## src/rtl/stopwatch_uart_pkg.sv

```systemverilog
// Shared types, ASCII constants and digit helpers for the stopwatch UART reporter.
package stopwatch_uart_pkg;

    localparam int unsigned MSG_LEN = 13;

    localparam logic [7:0] CH_ZERO  = 8'h30;
    localparam logic [7:0] CH_COLON = 8'h3A;
    localparam logic [7:0] CH_DOT   = 8'h2E;
    localparam logic [7:0] CH_CR    = 8'h0D;
    localparam logic [7:0] CH_LF    = 8'h0A;

    // StNext is folded into the StStop exit of the byte serialiser.
    typedef enum logic [2:0] {
        StIdle,
        StStart,
        StData,
        StStop,
        StNext
    } tx_state_t;

    function automatic logic [7:0] bin2bcd(input logic [6:0] value);
        logic [3:0] tens;
        logic [3:0] ones;
        tens = 4'(value / 7'd10);
        ones = 4'(value % 7'd10);
        return {tens, ones};
    endfunction

    function automatic logic [7:0] ascii_digit(input logic [3:0] digit);
        return CH_ZERO + {4'h0, digit};
    endfunction

endpackage

```

## src/rtl/uart_tx_byte.sv

```systemverilog
// 8N1 byte serialiser; accepts the next byte on the final stop-bit cycle for gapless output.
module uart_tx_byte
    import stopwatch_uart_pkg::*;
#(
    parameter int unsigned CLKS_PER_BIT = 4
) (
    input  logic       clk_i,
    input  logic       reset_i,
    input  logic       start_i,
    input  logic [7:0] data_i,
    output logic       tx_o,
    output logic       ready_o
);

    localparam int unsigned CntW = (CLKS_PER_BIT > 1) ? $clog2(CLKS_PER_BIT) : 1;

    tx_state_t       state_q, state_d;
    logic [CntW-1:0] cnt_q, cnt_d;
    logic [2:0]      bit_q, bit_d;
    logic [7:0]      shift_q, shift_d;
    logic            tx_q, tx_d;
    logic            bit_end;

    assign bit_end = (cnt_q == CntW'(CLKS_PER_BIT - 1));

    always_comb begin
        state_d = state_q;
        cnt_d   = bit_end ? '0 : cnt_q + CntW'(1);
        bit_d   = bit_q;
        shift_d = shift_q;
        tx_d    = tx_q;
        ready_o = 1'b0;
        unique case (state_q)
            StIdle: begin
                ready_o = 1'b1;
                cnt_d   = '0;
                tx_d    = 1'b1;
                if (start_i) begin
                    state_d = StStart;
                    tx_d    = 1'b0;
                end
            end
            // Data is latched only when leaving START, so the caller's byte mux
            // may settle during the start bit.
            StStart: begin
                if (bit_end) begin
                    state_d = StData;
                    shift_d = data_i;
                    bit_d   = 3'd0;
                    tx_d    = data_i[0];
                end
            end
            StData: begin
                if (bit_end) begin
                    if (bit_q == 3'd7) begin
                        state_d = StStop;
                        tx_d    = 1'b1;
                    end else begin
                        bit_d   = bit_q + 3'd1;
                        shift_d = {1'b0, shift_q[7:1]};
                        tx_d    = shift_q[1];
                    end
                end
            end
            StStop: begin
                if (bit_end) begin
                    ready_o = 1'b1;
                    if (start_i) begin
                        state_d = StStart;
                        tx_d    = 1'b0;
                    end else begin
                        state_d = StIdle;
                        tx_d    = 1'b1;
                    end
                end
            end
            default: begin
                state_d = StIdle;
                cnt_d   = '0;
                tx_d    = 1'b1;
            end
        endcase
    end

    always_ff @(posedge clk_i) begin
        if (reset_i) begin
            state_q <= StIdle;
            cnt_q   <= '0;
            bit_q   <= '0;
            shift_q <= '0;
            tx_q    <= 1'b1;
        end else begin
            state_q <= state_d;
            cnt_q   <= cnt_d;
            bit_q   <= bit_d;
            shift_q <= shift_d;
            tx_q    <= tx_d;
        end
    end

    assign tx_o = tx_q;

endmodule

```

## src/rtl/stopwatch_uart_tx.sv

```systemverilog
// Snapshots the stopwatch time on send and streams "HH:MM:SS.CC\r\n" through the serialiser.
module stopwatch_uart_tx
    import stopwatch_uart_pkg::*;
#(
    parameter int unsigned CLKS_PER_BIT = 4
) (
    input  logic       clk_i,
    input  logic       reset_i,
    input  logic       send_i,
    input  logic [5:0] hours_i,
    input  logic [5:0] minutes_i,
    input  logic [5:0] seconds_i,
    input  logic [6:0] milliseconds_i,
    output logic       tx_o,
    output logic       busy_o,
    output logic       done_o
);

    logic       busy_q, busy_d;
    logic       done_q, done_d;
    logic [3:0] idx_q, idx_d;
    logic [5:0] hours_q, hours_d;
    logic [5:0] minutes_q, minutes_d;
    logic [5:0] seconds_q, seconds_d;
    logic [6:0] cs_q, cs_d;

    logic       byte_start;
    logic       byte_ready;
    logic [7:0] byte_data;
    logic [7:0] hr_bcd, mn_bcd, sc_bcd, cs_bcd;

    always_comb begin
        busy_d     = busy_q;
        done_d     = 1'b0;
        idx_d      = idx_q;
        hours_d    = hours_q;
        minutes_d  = minutes_q;
        seconds_d  = seconds_q;
        cs_d       = cs_q;
        byte_start = 1'b0;
        if (!busy_q) begin
            if (send_i) begin
                busy_d     = 1'b1;
                idx_d      = 4'd0;
                hours_d    = hours_i;
                minutes_d  = minutes_i;
                seconds_d  = seconds_i;
                cs_d       = (milliseconds_i > 7'd99) ? 7'd99 : milliseconds_i;
                byte_start = 1'b1;
            end
        end else if (byte_ready) begin
            if (idx_q < 4'(MSG_LEN - 1)) begin
                idx_d      = idx_q + 4'd1;
                byte_start = 1'b1;
            end else begin
                busy_d = 1'b0;
                done_d = 1'b1;
            end
        end
    end

    assign hr_bcd = bin2bcd({1'b0, hours_q});
    assign mn_bcd = bin2bcd({1'b0, minutes_q});
    assign sc_bcd = bin2bcd({1'b0, seconds_q});
    assign cs_bcd = bin2bcd(cs_q);

    always_comb begin
        byte_data = CH_LF;
        case (idx_q)
            4'd0:       byte_data = ascii_digit(hr_bcd[7:4]);
            4'd1:       byte_data = ascii_digit(hr_bcd[3:0]);
            4'd2, 4'd5: byte_data = CH_COLON;
            4'd3:       byte_data = ascii_digit(mn_bcd[7:4]);
            4'd4:       byte_data = ascii_digit(mn_bcd[3:0]);
            4'd6:       byte_data = ascii_digit(sc_bcd[7:4]);
            4'd7:       byte_data = ascii_digit(sc_bcd[3:0]);
            4'd8:       byte_data = CH_DOT;
            4'd9:       byte_data = ascii_digit(cs_bcd[7:4]);
            4'd10:      byte_data = ascii_digit(cs_bcd[3:0]);
            4'd11:      byte_data = CH_CR;
            default:    byte_data = CH_LF;
        endcase
    end

    always_ff @(posedge clk_i) begin
        if (reset_i) begin
            busy_q    <= 1'b0;
            done_q    <= 1'b0;
            idx_q     <= '0;
            hours_q   <= '0;
            minutes_q <= '0;
            seconds_q <= '0;
            cs_q      <= '0;
        end else begin
            busy_q    <= busy_d;
            done_q    <= done_d;
            idx_q     <= idx_d;
            hours_q   <= hours_d;
            minutes_q <= minutes_d;
            seconds_q <= seconds_d;
            cs_q      <= cs_d;
        end
    end

    uart_tx_byte #(
        .CLKS_PER_BIT(CLKS_PER_BIT)
    ) u_byte (
        .clk_i  (clk_i),
        .reset_i(reset_i),
        .start_i(byte_start),
        .data_i (byte_data),
        .tx_o   (tx_o),
        .ready_o(byte_ready)
    );

    assign busy_o = busy_q;
    assign done_o = done_q;

endmodule
```

## config.mk

```make
export PLATFORM = sky130hd
export DESIGN_NAME = stopwatch_uart_tx
export DESIGN_NICKNAME = d
export VERILOG_FILES = /design/src/rtl/stopwatch_uart_pkg.sv /design/src/rtl/uart_tx_byte.sv /design/src/rtl/stopwatch_uart_tx.sv
export SDC_FILE = /design/constraint.sdc
export NUM_CORES = 1
export LEC_CHECK = 0
export BUFFER_PORTS_ARGS = -buffer_cell sky130_fd_sc_hd__buf_2
export CORE_UTILIZATION = 62
export DETAILED_ROUTE_END_ITERATION = 12
export PLACE_DENSITY = 0.86
export SYNTH_ARGS = -nofsm -noshare
export SYNTH_HDL_FRONTEND = slang
export SYNTH_SLANG_ARGS = --single-unit
```

## constraint.sdc

```tcl
create_clock -name clk_i -period 5.2 [get_ports clk_i]
set_input_delay 1.04 -clock clk_i [delete_from_list [all_inputs] [get_ports clk_i]]
set_output_delay 1.04 -clock clk_i [all_outputs]
set_load 0.005 [all_outputs]
```

Word-level counts from Yosys, hierarchy flattened
Index checks and enable logic that the tools add are counted.
{ "totals": {"reg_bits": 48, "latchBits": 0, "mem_bits_rw": 0, "mem_bits_ro": 0, "memories": 0} }
{ "op_classes": {"add_sub_neg": 11, "multipliers": 0, "n_div": 8, "n_lt_le_gt_ge": 2, "eq_ne": 24, "shift": 0, "mux": 36, "bitwise_logic": 3, "reduce_logical": 13} }
{ "op_table": {"columns": ["cell", "n"], "rows": [
  ["7-bit one-hot mux with 11 select lines", 1],
  ["6-bit by 4-bit adder with 7-bit output (first input constant)", 8],
  ["3-bit 2-to-1 mux", 8],
  ["8-bit 2-to-1 mux", 3],
  ["6-bit by 4-bit divider with 7-bit output (second input constant)", 3],
  ["6-bit by 4-bit modulo with 7-bit output (second input constant)", 3],
  ["4-bit by 3-bit equality test with 1-bit output (second input constant)", 4],
  ["4-bit equality test (second input constant)", 4],
  ["4-bit 2-to-1 mux", 4],
  ["8-bit one-hot mux with 2 select lines", 1],
  ["1-bit 2-to-1 mux", 14],
  ["2-bit by 1-bit != test with 1-bit output (second input constant)", 6],
  ["3-bit one-hot mux with 4 select lines", 1],
  ["3-bit OR reduction", 3],
  ["4-bit by 2-bit equality test with 1-bit output (second input constant)", 2],
  ["7-bit by 4-bit divider with 7-bit output (second input constant)", 1],
  ["7-bit > comparator (second input constant)", 1],
  ["7-bit by 4-bit modulo with 7-bit output (second input constant)", 1],
  ["7-bit 2-to-1 mux", 1],
  ["3-bit by 2-bit equality test with 1-bit output (second input constant)", 2],
  ["3-bit one-hot mux with 2 select lines", 1],
  ["3-bit AND reduction", 2],
  ["5-bit AND reduction", 1],
  ["4-bit by 1-bit adder with 4-bit output (second input constant)", 1],
  ["17 further kinds", 21]
]} }

Depth between registers and ports, before layout
Gate-level depths: netlist of run 1.
{ "logic_depth": {"word_depth": 8, "depth_mapped": 19, "depth_no_buf": 16} }

By module
Synthesis of run 1 repeated with hierarchy kept, for this count alone.
{ "unflattened": {"hier_cells": 424, "hier_area_um2": 3291.9} }
{ "by_module_without_submodules": {"columns": ["mod", "instances", "cells_each", "area_each_um2"], "rows": [
  ["stopwatch_uart_tx", 1, 339, 2437.3],
  ["uart_tx_byte", 1, 85, 854.6]
]} }

Worst setup path before layout of run 1
OpenSTA, ideal clock, no wires.
{ "synth_path": {"path_kind": "register to register", "start": "reg idx_q[0]", "end": "reg u_byte.shift_q[2]", "arrival_time_ns": 3.438, "required_ns": 5.125, "slack_ns": 1.686, "path_stages_with_launch": 19, "cell_sequence": "dfxtp_1 > inv_1 > ha_1 > buf_6 > and3b_1 > buf_6 > a22oi_2 > and2_1 > clkbuf_1 > nor3_1 > a21o_1 > ha_1 > a31o_1 > a21oi_2 > xnor2_1 > ha_1 > o221ai_1 > mux2_1 > o22ai_2"} }
{ "synth_via": {"elab_chain_len": 5, "elab_cells_between_ends": 16, "cone_classes": "11 x eq/ne; 3 x mux; 2 x reduce/logical"} }
{ "synth_lines": {"columns": ["item", "line", "source"], "rows": [
  ["from (decl)", "stopwatch_uart_tx.sv:21", "logic [3:0] idx_q, idx_d;"],
  ["from (signal assigned)", "stopwatch_uart_tx.sv:97", "idx_q <= idx_d;"],
  ["4-bit by 2-bit equality test with 1-bit output / 4-bit by 3-bit equality test with 1-bit output (equally long branches)", "stopwatch_uart_tx.sv:69", "case (idx_q)"],
  ["2-bit OR reduction", "stopwatch_uart_tx.sv:69", null],
  ["7-bit one-hot mux with 11 select lines (*)", "stopwatch_uart_tx.sv:69", null],
  ["8-bit 2-to-1 mux (*)", "uart_tx_byte.sv:46", "if (bit_end) begin"],
  ["8-bit one-hot mux with 2 select lines (*)", "uart_tx_byte.sv:33", "unique case (state_q)"],
  ["to (signal assigned)", "uart_tx_byte.sv:96", "shift_q <= shift_d;"],
  ["to (decl)", "uart_tx_byte.sv:20", "logic [7:0] shift_q, shift_d;"]
]} }
Every way passes the cells marked *; elsewhere a longest branch is shown, timed or not. The select of a mux whose other input is x is not followed.
A chain may end at the register's enable or synchronous reset.

Worst setup path in the final report of run 1
{ "layout_path": {"start": "reg idx_q[3]", "end": "reg u_byte.shift_q[2]"} }
The elaborated chain is that of the path after synthesis.

==> impl_table.tex, run 1 <==
\begin{tabular}{lr}
\hline
Metric & Value \\
\hline
\multicolumn{2}{l}{\textbf{Power and ir drop}} \\
\quad Total power divided by cell area & about 290 mW/mm² \\
\quad Portion of total power attributed to sequential cells & a little over two fifths \\
\quad Sw Pwr & approximately 0.34 mW \\
\quad Proportion of power drawn by the clock network & 23.3\% \\
\quad Max IR drop VDD & $\sim$290 µV \\
\quad Cell-internal power & 0.587 mW \\
\quad Switching share of power & between 30\% and 40\% \\
\quad Leakage & between 1 and 1.5 nW \\
\quad Logic pwr share & approximately 34\% \\
\multicolumn{2}{l}{\textbf{Clocking}} \\
\quad TritonCTS clock tree & done \\
\quad H-Tree Depth & 2 \\
\quad Number of buffers added for setup after CTS & 0 \\
\quad Clock tree root buffer cell & sky130\_fd\_sc\_hd\_\_clkbuf\_8 \\
\quad Insertion delay to the later sink of the worst-skew pair & roughly 0.3 ns \\
\quad TritonCTS buffer count & 5 \\
\quad Count of hold buffers inserted by post-cts repair & 0 \\
\quad Number of clock sinks & 44 \\
\quad Clock slew at the register clock pins of the worst setup and hold paths & 0.09 ns \\
\quad Clock Tree Buf Depth & 2 \\
\quad Gates resized, CTS repair & 0 \\
\multicolumn{2}{l}{\textbf{Yosys}} \\
\quad Share of Yosys cell area claimed by the top area cell type & between 20\% and 30\% \\
\quad Most instantiated flip-flop cell in the synthesis netlist & sky130\_fd\_sc\_hd\_\_dfxtp\_1 \\
\quad Flip-flop and latch count after synthesis & 44 \\
\quad Cell variety after synth & 70 \\
\quad Post-synthesis sequential area ratio & 29.4\% \\
\quad Number of enable-type register cells in the synthesized netlist & 0 \\
\quad Cell types occupying the most area after synthesis & sky130\_fd\_sc\_hd\_\_dfxtp\_1, sky130\_fd\_sc\_hd\_\_a21oi\_1, sky130\_fd\_sc\_hd\_\_nand2\_1 \\
\quad Mean area per synthesized cell & about 7.6 µm² \\
\quad Post-synthesis instance area & $\sim$0.0030 mm² \\
\quad Most repeated cell in the gate-level netlist after synthesis & sky130\_fd\_sc\_hd\_\_nand2\_1 \\
\quad Synth top cells by count & sky130\_fd\_sc\_hd\_\_nand2\_1, sky130\_fd\_sc\_hd\_\_a21oi\_1, sky130\_fd\_sc\_hd\_\_dfxtp\_1 \\
\quad YS warnings & 0 \\
\quad Yosys top cell by area & sky130\_fd\_sc\_hd\_\_dfxtp\_1 \\
\quad Nets in the synthesized netlist & roughly 440 \\
\quad Synthesized instance count & 397 \\
\quad Post-synthesis async set-or-reset flop share & 0\% \\
\multicolumn{2}{l}{\textbf{Worst setup path}} \\
\quad Origin of the critical flop-to-flop path & idx\_q[3]\$\_SDFFE\_PP0P\_ \\
\quad Beginning of the critical path & idx\_q[3]\$\_SDFFE\_PP0P\_ \\
\quad Maximum net fanout on the critical path & 29 \\
\quad Ordered cell list for the critical path & and3b\_1, a22oi\_2, and2\_1, nor3\_1, a21o\_1, ha\_1, inv\_1, a31o\_1, a21oi\_2, xnor2\_1, ha\_1, o221ai\_1, mux2\_1, o22ai\_2 \\
\quad Worst path required time & 5.42 ns \\
\quad Crit path capture type & register \\
\quad Register-to-register setup slack & around 1.0 ns \\
\quad Biggest cell delay along the critical path & between 0.9 and 1 ns \\
\quad CP most frequent cell & sky130\_fd\_sc\_hd\_\_ha\_1 \\
\quad Data arrival, critical path & between 4 and 5 ns \\
\quad Crit path max-delay cell type & sky130\_fd\_sc\_hd\_\_dfxtp\_1 \\
\quad Crit path kind & reg2reg \\
\quad Launching element type of the critical path & register \\
\multicolumn{2}{l}{\textbf{Routing}} \\
\quad Final wirelength & approximately 7.2 mm \\
\quad 1st-iter DRT viols & 337 \\
\quad Remaining DRCs & 0 \\
\quad Wire length per cell after detailed routing & between 15 and 20 µm \\
\quad First-pass detailed-route iteration total & 5 \\
\quad Avg Vias per Cell & about 6.5 \\
\quad Remaining antenna violation count & 0 \\
\quad Number of vias after detailed routing & about 3000 \\
\multicolumn{2}{l}{\textbf{Floorplan}} \\
\quad Die Y-Extent & 71.6 µm \\
\quad Total number of placement rows & 24 \\
\quad Total core area & $\sim$0.0045 mm² \\
\quad Io pins & 31 \\
\quad Starting Density & 66.6\% \\
\quad Die area & about 0.005 mm² \\
\quad Horizontal die dimension & between 70 and 80 µm \\
\multicolumn{2}{l}{\textbf{Layout}} \\
\quad ANT cells & 0 \\
\quad Final standard cell utilization of the core & a little over two thirds \\
\quad Final layout net count & 449 \\
\quad Signed area change from the synthesized netlist to the final layout & 6.01\% \\
\quad Final cell count without fillers & 460 \\
\quad Proportion of layout cells with a drive suffix above 1 & approximately 13\% \\
\multicolumn{2}{l}{\textbf{Global routing}} \\
\quad First-pass GRT wire length & 12.4 mm \\
\quad Antenna violations before repair & 0 \\
\quad Largest net degree at the start of global routing & 46 \\
\quad Total global routing track utilization & a little under a third \\
\quad Total congestion overflow after global routing & 0 \\
\quad Number of global-route vias before repair & between 2000 and 3000 \\
\multicolumn{2}{l}{\textbf{Placement}} \\
\quad Count of port buffers added during placement & 30 \\
\quad Post-placement worst setup slack & $\sim$1.1 ns \\
\quad Half-perimeter wire length of the detailed placement result & roughly 5.2 mm \\
\quad Number of cells after detailed placement & 452 \\
\quad Weighted congestion reported at the end of routability-driven placement & 0.947 \\
\multicolumn{2}{l}{\textbf{Run status}} \\
\quad Outcome & complete, no violations \\
\multicolumn{2}{l}{\textbf{Job}} \\
\quad Count of max-cap constraint violations & 0 \\
\multicolumn{2}{l}{\textbf{STA}} \\
\quad Clock period minus worst slack & 4.17 ns \\
\quad Count of final hold-check violations & 0 \\
\quad Part of the cycle the worst path needs & about four fifths \\
\quad RSZ-0062 raised after global routing & false \\
\quad Worst relative slew slack & a little under two fifths \\
\quad Worst path setup slack after routing & slightly above 1 ns \\
\quad Max Freq & around 240 MHz \\
\quad Total count of max-transition violations in the final report & 0 \\
\quad Worst Clk Skew & between 0.005 and 0.006 ns \\
\quad Total negative slack for setup checks & 0 ns \\
\quad Setup violation total in the final timing report & 0 \\
\quad Transition time of the tightest slew-check pin & approximately 0.94 ns \\
\multicolumn{2}{l}{\textbf{Min path}} \\
\quad Min-Delay Path Class & reg2reg \\
\quad HP Start & u\_byte.cnt\_q[0]\$\_SDFF\_PP0\_ \\
\hline
\end{tabular}
## per-layer routing
layer | vias up | routed length [µm] | GRT usage, %
met5 | - | 0 | 0
met4 | 0 | 112 | 9.59
met3 | 13 | 616 | 4.22
met2 | 139 | 3340 | 50.2
met1 | 1400 | 3180 | 41.0
li1 | 1455 | - | -
## worst paths after layout
| path | endpoint | depth (start not counted) |
|---|---|---|
| worst max-delay path | u_byte.shift_q[2]$_SDFFE_PP0P_ | 14 |
| worst min-delay path | u_byte.cnt_q[0]$_SDFF_PP0_ | 1 |
| worst max register to register | u_byte.shift_q[2]$_SDFFE_PP0P_ | 14 |
| worst min register to register | u_byte.cnt_q[0]$_SDFF_PP0_ | 1 |
## power by group through the flow
| stage | combinational [mW] | clock (mW) | sequential [mW] |
|---|---|---|---|
| final | 0.317 | 0.216 | 0.392 |
| after global routing | 0.357 | 0.230 | 0.397 |
| after CTS | 0.314 | 0.218 | 0.392 |
| after detailed placement | 0.311 | 0 | 0.400 |
| after global placement | 0.303 | 0 | 0.398 |
| after floorplan | 0.249 | 0 | 0.392 |
## registers in the layout, summed over array words and instances, names as in the netlist, 3 cells and up
signal / flops
idx_q: 4
u_byte.shift_q: 5
hours_q: 6
cs_q: 7
u_byte.bit_q: 3
seconds_q: 6
minutes_q: 6
## stage by stage
| step | total power, mW | area [µm²] | hold WS, ns |
|---|---|---|---|
| finish | 0.926 | 3180 | 0.439 |
| global route | 0.983 | 3180 | 0.466 |
| CTS | 0.923 | 3180 | 0.436 |
| detailed placement | 0.711 | 3090 | 0.424 |
| global placement | 0.701 | 3090 | 0.418 |
| floorplan | 0.641 | 3000 | 0.407 |
## logic make-up (layout without fill, tap and decap cells)
| logic type | after synthesis | in the layout | share of synthesized area (%) |
|---|---|---|---|
| AOI/OAI and AO/OA | 123 | 123 | 28.2 |
| muxes | 8 | 8 | 2.96 |
| buffers and inverters | 42 | 53 | 6.26 |
| and+or+nand+nor | 162 | 162 | 26.1 |
| xor gates and xnor gates | 3 | 3 | 0.876 |
| adders and majority gates | 15 | 15 | 6.22 |
| DFF | 44 | 44 | 29.4 |
## worst max-delay path, delay by kind of cell, from the launching register on
| family | cells | cell delay [ns] |
|---|---|---|
| DFF | 1 | 0.95 |
| muxes | 1 | 0.36 |
| adders and majority gates | 2 | 0.44 |
| AOI/OAI and AO/OA | 6 | 1.07 |
| xor gates and xnor gates | 1 | 0.17 |
| buffers and inverters | 1 | 0.07 |
| and+or+nand+nor | 3 | 1.01 |
## cells in the final DEF (no fill, tap or decap), types with 3 or more instances in the layout
cell                       instances
sky130_fd_sc_hd__nand2_1          63
sky130_fd_sc_hd__nor3b_1           5
sky130_fd_sc_hd__nor2_1           32
sky130_fd_sc_hd__buf_2            30
sky130_fd_sc_hd__nand2b_1          4
sky130_fd_sc_hd__clkbuf_8          5
sky130_fd_sc_hd__a22oi_1           7
sky130_fd_sc_hd__a21oi_1          50
sky130_fd_sc_hd__o21ai_1           6
sky130_fd_sc_hd__nand3b_1          6
sky130_fd_sc_hd__inv_1            11
sky130_fd_sc_hd__o211ai_1          4
sky130_fd_sc_hd__dfxtp_1          44
sky130_fd_sc_hd__a211oi_1          4
sky130_fd_sc_hd__nand3_1          10
sky130_fd_sc_hd__nor3_1           15
sky130_fd_sc_hd__mux2i_1           4
sky130_fd_sc_hd__a22o_1            4
sky130_fd_sc_hd__nor2b_1           7
sky130_fd_sc_hd__a221oi_1          3
sky130_fd_sc_hd__ha_1             14
sky130_fd_sc_hd__o21ai_0           8
sky130_fd_sc_hd__and3_1            3
sky130_fd_sc_hd__a221o_1           5
## cell type report
class | count | area, µm²
Tap cell | 52 | 65.1
Fill cell | 392 | 1330
Multi-Input combinational cell | 311 | 1930
Clock buffer | 6 | 72.6
Clock inverter | 2 | 16.3
Inverter | 13 | 48.8
Sequential cell | 44 | 881
Timing Repair Buffer | 32 | 165
No activity file was read; power rests on OpenSTA's default activity.
==> run 2, diff against run 1 <==
Settings changed: CORE_UTILIZATION 62 to 59, PLACE_DENSITY 0.86 to 0.83.
Clock period 5.2 ns to 4.25 ns, I/O delays scaled along.
==> impl_table.tex, run 2 (synthesis gave the netlist of run 1 again) <==
\begin{tabular}{lr}
\hline
Metric & Value \\
\hline
\multicolumn{2}{l}{\textbf{Layout}} \\
\quad Most flop-heavy register & cs\_q \\
\quad Signed area change from the synthesized netlist to the final layout & 8.43\% \\
\quad Cell area after layout & 0.00325 mm² (+2.3\%) \\
\quad Fill cell total of the finished layout & 443 (+13\%) \\
\quad Most common cell after layout, fill and taps aside & sky130\_fd\_sc\_hd\_\_nand2\_1 \\
\quad Final layout net count & 451 (+0.45\%) \\
\quad Max reg flops & 7 (unchanged) \\
\quad Leading cell types in the layout, fill and taps excluded & sky130\_fd\_sc\_hd\_\_nand2\_1, sky130\_fd\_sc\_hd\_\_a21oi\_1, sky130\_fd\_sc\_hd\_\_dfxtp\_1, sky130\_fd\_sc\_hd\_\_nor2\_1, sky130\_fd\_sc\_hd\_\_buf\_2 \\
\quad Proportion of layout cells with a drive suffix above 1 & 14.4\% (+1.4 points) \\
\quad ANT cells & 0 (unchanged) \\
\multicolumn{2}{l}{\textbf{Run status}} \\
\quad Outcome & complete, no violations \\
\multicolumn{2}{l}{\textbf{Power and ir drop}} \\
\quad Portion of total power attributed to sequential cells & 39.7\% (-2.7 points) \\
\quad Sw Pwr & 0.418 mW (+23\%) \\
\quad Proportion of power drawn by the clock network & 28.2\% (+4.9 points) \\
\quad Leakage & 1.28 nW (+2.3\%) \\
\quad Logic pwr share & 32.1\% (-2.2 points) \\
\quad Total power divided by cell area & 373 mW/mm² (+28\%) \\
\quad Cell-internal power & 0.794 mW (+35\%) \\
\quad Switching share of power & 34.5\% (-2.1 points) \\
\quad Max IR drop VDD & 216 µV (-25\%) \\
\multicolumn{2}{l}{\textbf{Clocking}} \\
\quad Clock slew at the register clock pins of the worst setup and hold paths & 0.09 ns (about the same) \\
\quad TritonCTS buffer count & 5 (unchanged) \\
\quad H-Tree Depth & 2 (unchanged) \\
\quad Clock tree root buffer cell & sky130\_fd\_sc\_hd\_\_clkbuf\_8 \\
\quad TritonCTS clock tree & done \\
\quad Number of clock sinks & 44 (unchanged) \\
\quad Insertion delay to the later sink of the worst-skew pair & 0.30 ns (about the same) \\
\quad Clock Tree Buf Depth & 2 (unchanged) \\
\multicolumn{2}{l}{\textbf{Routing}} \\
\quad Wire length per cell after detailed routing & 15.4 µm (-2.3\%) \\
\quad Number of vias after detailed routing & 2890 (-3.9\%) \\
\quad Remaining DRCs & 0 (unchanged) \\
\quad Avg Vias per Cell & 6.06 (-7.3\%) \\
\quad 1st-iter DRT viols & 271 (-20\%) \\
\quad First-pass detailed-route iteration total & 5 (unchanged) \\
\quad Final wirelength & 7.34 mm (+1.3\%) \\
\quad Remaining antenna violation count & 0 (unchanged) \\
\multicolumn{2}{l}{\textbf{Worst setup path}} \\
\quad Data arrival, critical path & 4.22 ns (-0.17 ns) \\
\quad Launching element type of the critical path & register \\
\quad Crit path kind & reg2reg \\
\quad Maximum net fanout on the critical path & 11 (-62\%) \\
\quad Worst path required time & 4.48 ns (-0.94 ns) \\
\quad Crit path capture type & register \\
\multicolumn{2}{l}{\textbf{Job}} \\
\quad Count of max-cap constraint violations & 0 (unchanged) \\
\multicolumn{2}{l}{\textbf{STA}} \\
\quad Count of final hold-check violations & 0 (unchanged) \\
\quad Worst path setup slack after routing & 0.263 ns (-0.770 ns) \\
\quad Worst relative slew slack & 37.4\% (+0.34 points) \\
\quad Setup violation total in the final timing report & 0 (unchanged) \\
\quad RSZ-0062 raised after global routing & false \\
\quad Part of the cycle the worst path needs & 93.8\% (+14 points) \\
\quad Transition time of the tightest slew-check pin & 0.939 ns (-0.00384 ns) \\
\quad Max Freq & 251 MHz (+4.5\%) \\
\quad Smallest hold slack & 0.439 ns (+0.000222 ns) \\
\quad Clock period minus worst slack & 3.99 ns (-0.180 ns) \\
\quad Worst Clk Skew & 0.00823 ns (+0.00252 ns) \\
\quad Total count of max-transition violations in the final report & 0 (unchanged) \\
\quad Total negative slack for setup checks & 0 ns (unchanged) \\
\multicolumn{2}{l}{\textbf{Placement}} \\
\quad Half-perimeter wire length of the detailed placement result & 5.36 mm (+2.3\%) \\
\quad Dpl cell area & 0.00313 mm² (+1.2\%) \\
\quad Weighted congestion reported at the end of routability-driven placement & 0.922 (-2.6\%) \\
\quad Count of port buffers added during placement & 30 (unchanged) \\
\quad Post-placement worst setup slack & 0.279 ns (-0.834 ns) \\
\multicolumn{2}{l}{\textbf{Global routing}} \\
\quad Number of global-route vias before repair & 2643 (-4.3\%) \\
\quad Largest net degree at the start of global routing & 46 (unchanged) \\
\quad Total congestion overflow after global routing & 0 (unchanged) \\
\quad First-pass GRT wire length & 12.1 mm (-2.2\%) \\
\quad Total global routing track utilization & 29.2\% (-1.0 points) \\
\quad Antenna violations before repair & 0 (unchanged) \\
\multicolumn{2}{l}{\textbf{Floorplan}} \\
\quad Starting Density & 62.3\% (-4.3 points) \\
\quad Die area & 0.00537 mm² (+4.9\%) \\
\quad Die Y-Extent & 73.3 µm (+2.4\%) \\
\quad Horizontal die dimension & 73.3 µm (+2.4\%) \\
\quad Io pins & 31 (unchanged) \\
\quad Total number of placement rows & 25 (+4.2\%) \\
\quad Total core area & 0.00482 mm² (+6.9\%) \\
\multicolumn{2}{l}{\textbf{Min path}} \\
\quad Min-Delay Path Class & reg2reg \\
\hline
\end{tabular}
==> run 2: critical path: stages (launching register included) <==
cell                       delay (ns)
sky130_fd_sc_hd__dfxtp_1         0.43
sky130_fd_sc_hd__inv_1           0.09
sky130_fd_sc_hd__ha_1            0.34
sky130_fd_sc_hd__or2_1           0.36
sky130_fd_sc_hd__a21oi_4         0.25
sky130_fd_sc_hd__a21oi_1         0.15
sky130_fd_sc_hd__a21oi_1         0.25
sky130_fd_sc_hd__a21o_1          0.20
sky130_fd_sc_hd__ha_1            0.18
sky130_fd_sc_hd__inv_1           0.07
sky130_fd_sc_hd__a31o_1          0.20
sky130_fd_sc_hd__a21oi_2         0.23
sky130_fd_sc_hd__xnor2_1         0.17
sky130_fd_sc_hd__ha_1            0.28
sky130_fd_sc_hd__o221ai_1        0.18
sky130_fd_sc_hd__mux2_1          0.38
sky130_fd_sc_hd__o22ai_2         0.14
==> run 2: final timing paths <==
kind,cells after the start,start,slack [ns],to
max,16,idx_q[0]$_SDFFE_PP0P_,0.26,u_byte.shift_q[2]$_SDFFE_PP0P_
max reg2reg,16,idx_q[0]$_SDFFE_PP0P_,0.26,u_byte.shift_q[2]$_SDFFE_PP0P_
min,1,u_byte.cnt_q[0]$_SDFF_PP0_,0.44,u_byte.cnt_q[0]$_SDFF_PP0_
min reg2reg,1,u_byte.cnt_q[0]$_SDFF_PP0_,0.44,u_byte.cnt_q[0]$_SDFF_PP0_
==> run 2: layout make-up <==
cell class	count	area (µm²)	share of cell area, %
well taps	67	83.8	2.58
clock inverters	2	38.8	1.19
flip-flops and latches	44	881	27.1
multi-input cells	311	1940	59.6
clock buffers	6	82.6	2.54
repair buffers	34	180	5.54
inverters	13	48.8	1.50
==> run 2: power by group through the flow <==
stage / clock network, mW / logic (mW) / registers, mW
CTS: 0.347 / 0.385 / 0.481
detailed placement: 0 / 0.383 / 0.490
finish: 0.341 / 0.389 / 0.482
global route: 0.363 / 0.435 / 0.485
floorplan: 0 / 0.305 / 0.480
global placement: 0 / 0.371 / 0.489
==> run 2: what timing repair did <==
action                                  4_1_cts  5_1_grt
hold buffers                                  0        0
endpoints found under the setup margin        0        1
resized for setup                             0        2
buffers inserted                              0        0
==> run 2: through the flow <==
stage          std cells  total power [mW]  util (%)
2_1_floorplan        397             0.785         -
3_3_place_gp         469             0.860      64.9
3_5_place_dp         469             0.873      64.9
4_1_cts              477              1.21      67.4
5_1_grt              477              1.28      67.5
6_report             477              1.21      67.5
==> run 2: per-layer routing <==
| metal | share of wire, % | track usage [%] |
|---|---|---|
| met1 | 44 | 36.1 |
| met2 | 48 | 50.3 |
| met3 | 5.0 | 4.94 |
| met4 | 2.8 | 12.4 |
| met5 | 0 | 0 |
==> run 3, diff against run 2 <==
Settings changed: CORE_UTILIZATION 59 to 35, PLACE_DENSITY 0.83 to 0.55.
==> impl_table.tex, run 3 (synthesis gave the netlist of run 1 again) <==
\begin{tabular}{lr}
\hline
Metric & Value \\
\hline
\multicolumn{2}{l}{\textbf{Run status}} \\
\quad Outcome & complete, no violations \\
\multicolumn{2}{l}{\textbf{Floorplan}} \\
\quad Starting Density & 36.3\% (-26 points) \\
\quad Total number of placement rows & 33 (+32\%) \\
\quad Total core area & 0.00826 mm² (+71\%) \\
\quad Io pins & 31 (unchanged) \\
\quad Die Y-Extent & 94.6 µm (+29\%) \\
\quad Die area & 0.00894 mm² (+66\%) \\
\quad Horizontal die dimension & 94.6 µm (+29\%) \\
\multicolumn{2}{l}{\textbf{Routing}} \\
\quad 1st-iter DRT viols & 203 (-25\%) \\
\quad Final wirelength & 7.75 mm (+5.5\%) \\
\quad First-pass detailed-route iteration total & 4 (-1) \\
\quad Remaining DRCs & 0 (unchanged) \\
\quad Avg Vias per Cell & 5.50 (-9.2\%) \\
\quad Remaining antenna violation count & 0 (unchanged) \\
\quad Number of vias after detailed routing & 2845 (-1.6\%) \\
\quad Wire length per cell after detailed routing & 15.0 µm (-2.6\%) \\
\multicolumn{2}{l}{\textbf{STA}} \\
\quad Worst Clk Skew & 0.00294 ns (-0.00529 ns) \\
\quad Count of final hold-check violations & 0 (unchanged) \\
\quad Total count of max-transition violations in the final report & 0 (unchanged) \\
\quad Part of the cycle the worst path needs & 91.1\% (-2.7 points) \\
\quad Setup violation total in the final timing report & 0 (unchanged) \\
\quad Worst relative slew slack & 37.2\% (-0.24 points) \\
\quad Transition time of the tightest slew-check pin & 0.942 ns (+0.00360 ns) \\
\quad Clock period minus worst slack & 3.87 ns (-0.117 ns) \\
\quad Total negative slack for setup checks & 0 ns (unchanged) \\
\quad RSZ-0062 raised after global routing & false \\
\quad Max Freq & 258 MHz (+3.0\%) \\
\quad Worst path setup slack after routing & 0.380 ns (+0.117 ns) \\
\multicolumn{2}{l}{\textbf{Worst setup path}} \\
\quad Register-to-register setup slack & 0.38 ns (+0.12 ns) \\
\quad Worst path required time & 4.47 ns (about the same) \\
\quad Crit path kind & reg2reg \\
\quad Maximum net fanout on the critical path & 11 (unchanged) \\
\quad Launching element type of the critical path & register \\
\quad Crit path capture type & register \\
\quad Data arrival, critical path & 4.09 ns (-0.13 ns) \\
\multicolumn{2}{l}{\textbf{Layout}} \\
\quad Final standard cell utilization of the core & 40.0\% (-28 points) \\
\quad Most flop-heavy register & cs\_q \\
\quad Proportion of layout cells with a drive suffix above 1 & 14.6\% (+0.17 points) \\
\quad Most common cell after layout, fill and taps aside & sky130\_fd\_sc\_hd\_\_nand2\_1 \\
\quad ANT cells & 0 (unchanged) \\
\quad Cell area after layout & 0.00330 mm² (+1.5\%) \\
\quad Max reg flops & 7 (unchanged) \\
\quad Fill cell total of the finished layout & 905 (+100\%) \\
\quad Final layout net count & 453 (+0.44\%) \\
\quad Signed area change from the synthesized netlist to the final layout & 10.1\% \\
\quad Leading cell types in the layout, fill and taps excluded & sky130\_fd\_sc\_hd\_\_nand2\_1, sky130\_fd\_sc\_hd\_\_a21oi\_1, sky130\_fd\_sc\_hd\_\_dfxtp\_1, sky130\_fd\_sc\_hd\_\_nor2\_1, sky130\_fd\_sc\_hd\_\_buf\_2 \\
\multicolumn{2}{l}{\textbf{Clocking}} \\
\quad Clock tree root buffer cell & sky130\_fd\_sc\_hd\_\_clkbuf\_8 \\
\quad Clock slew at the register clock pins of the worst setup and hold paths & 0.08 ns (about the same) \\
\quad TritonCTS clock tree & done \\
\quad H-Tree Depth & 2 (unchanged) \\
\quad Number of clock sinks & 44 (unchanged) \\
\quad Count of hold buffers inserted by post-cts repair & 0 (unchanged) \\
\quad Number of buffers added for setup after CTS & 0 (unchanged) \\
\quad Clock Tree Buf Depth & 2 (unchanged) \\
\quad TritonCTS buffer count & 5 (unchanged) \\
\quad Insertion delay to the later sink of the worst-skew pair & 0.30 ns (about the same) \\
\multicolumn{2}{l}{\textbf{Power and ir drop}} \\
\quad Total power divided by cell area & 361 mW/mm² (-3.1\%) \\
\quad Leakage & 1.28 nW (+0.19\%) \\
\quad Max IR drop VDD & 183 µV (-15\%) \\
\quad Total Power Consumption & 1.19 mW (-1.7\%) \\
\multicolumn{2}{l}{\textbf{Global routing}} \\
\quad Total global routing track utilization & 18.8\% (-10 points) \\
\quad Largest net degree at the start of global routing & 46 (unchanged) \\
\quad First-pass GRT wire length & 13.0 mm (+7.3\%) \\
\quad Number of global-route vias before repair & 2741 (+3.7\%) \\
\quad Total congestion overflow after global routing & 0 (unchanged) \\
\quad Antenna violations before repair & 0 (unchanged) \\
\multicolumn{2}{l}{\textbf{Placement}} \\
\quad Count of port buffers added during placement & 30 (unchanged) \\
\quad Post-placement worst setup slack & 0.388 ns (+0.109 ns) \\
\quad Half-perimeter wire length of the detailed placement result & 5.71 mm (+6.5\%) \\
\quad Dpl cell area & 0.00319 mm² (+2.0\%) \\
\quad Weighted congestion reported at the end of routability-driven placement & 0.891 (-3.4\%) \\
\multicolumn{2}{l}{\textbf{Job}} \\
\quad Count of max-cap constraint violations & 0 (unchanged) \\
\multicolumn{2}{l}{\textbf{Min path}} \\
\quad Min-Delay Path Class & reg2reg \\
\hline
\end{tabular}
[run 3: worst max-delay path, cell delays in order, from the launching register on]
cell and delay, ns:
sky130_fd_sc_hd__dfxtp_1 0.43, sky130_fd_sc_hd__inv_1 0.09, sky130_fd_sc_hd__ha_1 0.34, sky130_fd_sc_hd__or2_1 0.37, sky130_fd_sc_hd__a21oi_4 0.25, sky130_fd_sc_hd__a21oi_1 0.15, sky130_fd_sc_hd__a21oi_1 0.21, sky130_fd_sc_hd__a21o_1 0.19
sky130_fd_sc_hd__ha_1 0.18, sky130_fd_sc_hd__inv_1 0.06, sky130_fd_sc_hd__a31o_1 0.20, sky130_fd_sc_hd__a21oi_2 0.24, sky130_fd_sc_hd__xnor2_1 0.12, sky130_fd_sc_hd__ha_1 0.24, sky130_fd_sc_hd__o221ai_1 0.22, sky130_fd_sc_hd__mux2_1 0.37
sky130_fd_sc_hd__o22ai_2 0.14
[run 3: final timing paths]
kind,from,endpoint,cells past startpoint
setup / recovery,idx_q[0]$_SDFFE_PP0P_,u_byte.shift_q[2]$_SDFFE_PP0P_,16
setup reg to reg,idx_q[0]$_SDFFE_PP0P_,u_byte.shift_q[2]$_SDFFE_PP0P_,16
hold reg to reg,u_byte.cnt_q[0]$_SDFF_PP0_,u_byte.cnt_q[0]$_SDFF_PP0_,1
hold / removal,u_byte.cnt_q[0]$_SDFF_PP0_,u_byte.cnt_q[0]$_SDFF_PP0_,1
[run 3: where the power goes]
part | internal [mW] | switching (mW)
Combinational | 0.156 | 0.232
Sequential | 0.447 | 0.0338
Clock | 0.175 | 0.148
[run 3: per-layer routing]
metal / share of wire [%] / GRT usage [%] / wire length [µm]
met5: 0 / 0 / 0
met4: 1.6 / 7.45 / 125
met3: 3.4 / 3.46 / 263
met2: 47 / 31.2 / 3640
met1: 48 / 23.9 / 3720
[run 3: timing repair]
action,4_1_cts,5_1_grt
setup endpoints to repair,0,1
hold endpoints to repair,0,0
resized for setup,0,2
[run 3: stage by stage]
step	cells	hold WS, ns
finish	517	0.435
global route	517	0.473
CTS	517	0.441
detailed placement	509	0.425
global placement	509	0.417
floorplan	397	0.407
[run 3: cell type report]
type / count / area [µm²] / share of cell area [%]
clock buffers: 6 / 72.6 / 2.20
clock inverters: 2 / 35.0 / 1.06
inverters: 13 / 48.8 / 1.48
multi-input cells: 311 / 1940 / 58.7
flip-flops and latches: 44 / 881 / 26.7
well taps: 105 / 131 / 3.98
repair buffers: 36 / 195 / 5.91
